===== src/rtl/load_store_unit.sv =====
// load_store_unit: RV32I loads/stores mapped onto word-only data_memory accesses
module load_store_unit #(
    parameter int MEM_WORDS = 1024
) (
    input  logic        clk,
    input  logic        reset,
    input  logic        req_valid,
    input  logic        req_write,
    input  logic [2:0]  req_funct3,
    input  logic [31:0] req_addr,
    input  logic [31:0] req_wdata,
    output logic        busy,
    output logic        resp_valid,
    output logic [31:0] resp_rdata,
    output logic        resp_error,
    output logic        mem_read,
    output logic        mem_write,
    output logic [31:0] mem_address,
    output logic [31:0] mem_write_data,
    input  logic [31:0] mem_read_data
);
    typedef enum logic [2:0] {IDLE, LD_RD, LD_CAP, ST_RD, ST_CAP, ST_WR, DONE} state_t;
    state_t      state_q, state_d;
    logic [2:0]  funct3_q;
    logic [1:0]  lane_q;
    logic [15:0] wdata_q;
    logic [31:0] addr_q, rdata_q, wout_q;
    logic        err_q;
    logic        accept, f3_bad, misalign, oor, req_err;
    logic [4:0]  sh;
    logic [31:0] rd_shift, ld_val, st_val;
    logic [7:0]  byte_v;
    logic [15:0] half_v;
    logic        sx;
    assign accept   = (state_q == IDLE) && req_valid;
    assign f3_bad   = req_write ? (req_funct3[2] || req_funct3 == 3'b011)
                                : (req_funct3 == 3'b011 || req_funct3[2:1] == 2'b11);
    assign misalign = (req_funct3[1:0] == 2'b01 && req_addr[0]) ||
                      (req_funct3[1:0] == 2'b10 && req_addr[1:0] != 2'b00);
    assign oor      = req_addr >= 32'(MEM_WORDS * 4);
    assign req_err  = f3_bad || misalign || oor;
    assign sh       = {lane_q, 3'b000};
    assign rd_shift = mem_read_data >> sh;
    assign byte_v   = rd_shift[7:0];
    assign half_v   = lane_q[1] ? mem_read_data[31:16] : mem_read_data[15:0];
    assign sx       = ~funct3_q[2];
    assign ld_val   = funct3_q[1:0] == 2'b00 ? {{24{sx & byte_v[7]}}, byte_v} :
                      funct3_q[1:0] == 2'b01 ? {{16{sx & half_v[15]}}, half_v} : mem_read_data;
    // Sub-word store merge keeps every byte outside the addressed lanes untouched
    assign st_val   = funct3_q[0] ? (lane_q[1] ? {wdata_q, mem_read_data[15:0]}
                                               : {mem_read_data[31:16], wdata_q})
                                  : (mem_read_data & ~(32'h0000_00FF << sh)) |
                                    ({24'b0, wdata_q[7:0]} << sh);
    assign busy           = state_q != IDLE;
    assign resp_valid     = state_q == DONE;
    assign resp_rdata     = rdata_q;
    assign resp_error     = err_q;
    assign mem_read       = (state_q == LD_RD) || (state_q == ST_RD);
    assign mem_write      = (state_q == ST_WR) && !reset;
    assign mem_address    = addr_q;
    assign mem_write_data = wout_q;
    // Next-state: errors skip memory, SW writes directly, SB/SH read first
    always_comb begin
        state_d = state_q;
        case (state_q)
            IDLE:    if (req_valid) state_d = req_err ? DONE : !req_write ? LD_RD :
                                              req_funct3[1] ? ST_WR : ST_RD;
            LD_RD:   state_d = LD_CAP;
            LD_CAP:  state_d = DONE;
            ST_RD:   state_d = ST_CAP;
            ST_CAP:  state_d = ST_WR;
            ST_WR:   state_d = DONE;
            default: state_d = IDLE;
        endcase
    end
    // State register plus request latch, load result capture and write-word build
    always_ff @(posedge clk) begin
        if (reset) begin
            state_q  <= IDLE;
            funct3_q <= '0;
            lane_q   <= '0;
            wdata_q  <= '0;
            addr_q   <= '0;
            rdata_q  <= '0;
            wout_q   <= '0;
            err_q    <= 1'b0;
        end else begin
            state_q <= state_d;
            if (accept) begin
                funct3_q <= req_funct3;
                lane_q   <= req_addr[1:0];
                wdata_q  <= req_wdata[15:0];
                addr_q   <= {req_addr[31:2], 2'b00};
                wout_q   <= req_wdata;
                rdata_q  <= '0;
                err_q    <= req_err;
            end
            if (state_q == LD_CAP) rdata_q <= ld_val;
            if (state_q == ST_CAP) wout_q <= st_val;
        end
    end
endmodule


===== config.mk =====
export PLATFORM = sky130hd
export DESIGN_NAME = load_store_unit
export DESIGN_NICKNAME = d
export VERILOG_FILES = /design/src/rtl/load_store_unit.sv
export SDC_FILE = /design/constraint.sdc
export NUM_CORES = 1
export LEC_CHECK = 0
export ABC_AREA = 1
export BUFFER_PORTS_ARGS = -buffer_cell sky130_fd_sc_hd__buf_2
export CORE_MARGIN = 2
export CORE_UTILIZATION = 45
export DETAILED_ROUTE_END_ITERATION = 8
export GPL_ROUTABILITY_DRIVEN = 0
export HOLD_SLACK_MARGIN = 0.03
export PLACE_DENSITY = 0.73
export REMOVE_ABC_BUFFERS = 1
export SYNTH_ARGS = -nofsm -noshare
export SYNTH_HDL_FRONTEND = slang
export SYNTH_SLANG_ARGS = --single-unit

===== constraint.sdc =====
create_clock -name clk -period 1.8 [get_ports clk]
set_input_delay 0.09 -clock clk [delete_from_list [all_inputs] [get_ports clk]]
set_output_delay 0.09 -clock clk [all_outputs]
set_load 0.01 [all_outputs]

==> summary.txt <==
Status
  – Status: complete, no violations

Pwr
  – PwrDens: 1330 nW/um2
  – Tot Pwr: 11.52 mW
  – Peak supply drop: 0.8228 mV
  – Pleak: 4.108 nW

Synthesis
  – Async SR Flop Fraction: 0%
  – Synthesized area: 6072 um2
  – Synth Warn #: 0
  – Mapped Cells: 936
  – Largest cells by area after synthesis: dfxtp_1, nand2_1, o21ai_0, a21oi_1, nor2_1
  – Largest area contributor in the netlist: dfxtp_1
  – Primary FF master, synth: dfxtp_1
  – Synth top cells by count: nand2_1, dfxtp_1, o21ai_0
  – Count leader, synth: nand2_1
  – Top cell type's share of synthesized area: 39.23%
  – Synth unique cells: 30
  – EDFF count, synth: 0
  – Syn_area_per_cell: 6.487 um2
  – Register bit total from synthesis: 119
  – Sequential fraction of the synthesis area: 39.23%

Global route
  – Global Route met1 Usage: 38.50%
  – Largest net degree at the start of global routing: 47
  – GRT Overall Usage: 30.82%
  – Grt peak-use layer: met2
  – Grt total ovfl: 0
  – Initial antenna violation count: 1
  – Grt met2 use: 49.40%
  – First-pass GRT wire length: 34760 um
  – Vias in the first global route: 6894
  – Met3 Usage GRT: 9.221%

Timing
  – Final Setup Violations: 0
  – Final worst-path setup slack: 162.2 ps
  – Final hold slack: 62.78 ps
  – Worst-margin pin slew: 512.4 ps
  – Final Skew: 8.137 ps
  – Tmin final: 1638 ps
  – Setup TNS: 0 ps
  – Fmax: 610.6 MHz
  – Max Slew Vio Count: 0
  – Final Cycle Share: 90.99%
  – Count of final hold-check violations: 0
  – Max_slew headroom: 65.63%
  – RSZ-0062 raised after global routing: no

Critical path
  – CP endpoint: resp_rdata[25]
  – Crit path DAT: 1990 ps
  – Critical R2R Launch: lane_q[1]
  – Critical Path Source: lane_q[1]
  – CP Capture Type: flip-flop
  – Worst R2R Setup Slack: 160 ps
  – Cells on worst reg2reg path: 8
  – WS Path Type: flip-flop to flip-flop
  – R2r endpoint: resp_rdata[25]
  – Worst endpoint required time: 2150 ps
  – Worst setup SP type: flip-flop
  – CP max FO: 18

Clock network
  – Buffer count from post-CTS setup fixing: 0
  – Cts bufs inserted: 17
  – Clk sinks: 119
  – CTS H-tree depth: 4
  – CTS Buffer Depth: 2
  – Root Buffer: clkbuf_16
  – Worst-skew pair later-pin latency: 420 ps
  – CTS tree: yes
  – Clock transition at the registers of the reported paths: 50 ps

Floorplanning
  – Die Area: 14440 um2
  – Core Box Area: 13190 um2
  – Die Span Y: 120.2 um
  – Row cnt: 42
  – Num ports: 204
  – Initial core utilization: 46.03%
  – Die Wd: 120.2 um

Layout
  – Layout cells sized above 1: 23.90%
  – Finished Core Util: 65.66%
  – P&R area growth vs syn: 42.63%
  – Finished Cell Area: 8661 um2
  – Cell Count, Final, Fillers Out: 1382
  – Final net count: 1295

Hold path
  – Worst hold path class: input port to flip-flop
  – Hold_sp: req_funct3[2]

Drt
  – Remaining routing DRC violations: 0
  – DR vias: 7322
  – Routed WL per cell: 16.00 um
  – Drt initial violations: 567
  – DRT antenna net count: 0
  – Vias per inst: 5.298
  – WL final: 22110 um
  – DR pass1 iterations: 5

Flow run
  – Max-cap violations: 0

Placed design
  – Detail Placement HPWL: 15130 um
  – Input/output buffers: 201
  – Placed cell area: 7316 um2
  – Pre-CTS setup slack: 128.5 ps
  – Placed cells: 1286
-- cell type report --
class	instances	area, um2
sequential	119	2384
timing repair buffer	300	1936
inverter	60	227.7
fill	1193	4529
clock buffer	21	480.5
multi-input combinational	694	3194
tap	176	220.2
clock inverter	11	216.5
antenna	1	2.502
-- critical path, cell delays in order, from the launching register on --
cell	delay, ps
dfxtp_1	320
inv_1	190
buf_6	220
nand2_1	70
nand3_1	160
nand3_4	190
a21oi_1	230
nand2_1	80
a21oi_1	120
-- where the power goes --
group / total (mW) / internal, mW / switching (mW)
Combinational: 4.01 / 1.47 / 2.54
Clock: 3.99 / 2.74 / 1.24
Sequential: 3.52 / 3.18 / 0.345
Total: 11.5 / 7.39 / 4.12
-- worst min path at each step --
stage | end | depth (start not counted) | slack (ps)
after floorplan | resp_rdata[0] | 1 | 160
after global placement | mem_address[2] | 3 | 310
after detailed placement | mem_address[11] | 3 | 320
after CTS | funct3_q[2] | 3 | 40
after global routing | mem_write_data[23] | 5 | 80
final | funct3_q[2] | 3 | 60
-- placed cells by master (no fill, tap or decap), types with 16 or more instances in the layout --
master,n
nand2_1,247
nor2_1,113
buf_4,33
a21oi_1,117
a31oi_1,16
o211ai_1,23
o21ai_0,118
inv_1,52
buf_2,201
dlygate4sd3_1,63
dfxtp_1,118
nand3_1,26
clkbuf_16,17
-- registers in the layout (all words and copies together) (netlist names) --
name,count
funct3_q,3
mem_address,30
resp_error,1
wdata_q,16
resp_rdata,32
lane_q,2
mem_write_data,32
state_q,3
-- timing repair --
item | 4_1_cts | 5_1_grt
setup endpoints to repair | 0 | 30
gates resized for setup | 0 | 7
hold buffers | 63 | 0
endpoints found under the hold margin | 79 | 0
-- cells by family after synthesis --
family | count (synthesis) | synth area share [%]
AND/OR/NAND/NOR | 403 | 26.75
AO/OA/AOI/OAI | 289 | 25.57
buffers and inverters | 124 | 8.386
flip-flops | 119 | 39.23
other | 1 | 0.06176
-- layer usage --
metal  wire [um]  part of all wire [%]
met5           0                     0
met1        9238                    42
met3        2067                   9.3
met4         626                   2.8
met2       10180                    46
(Power assumes the default switching activity.)
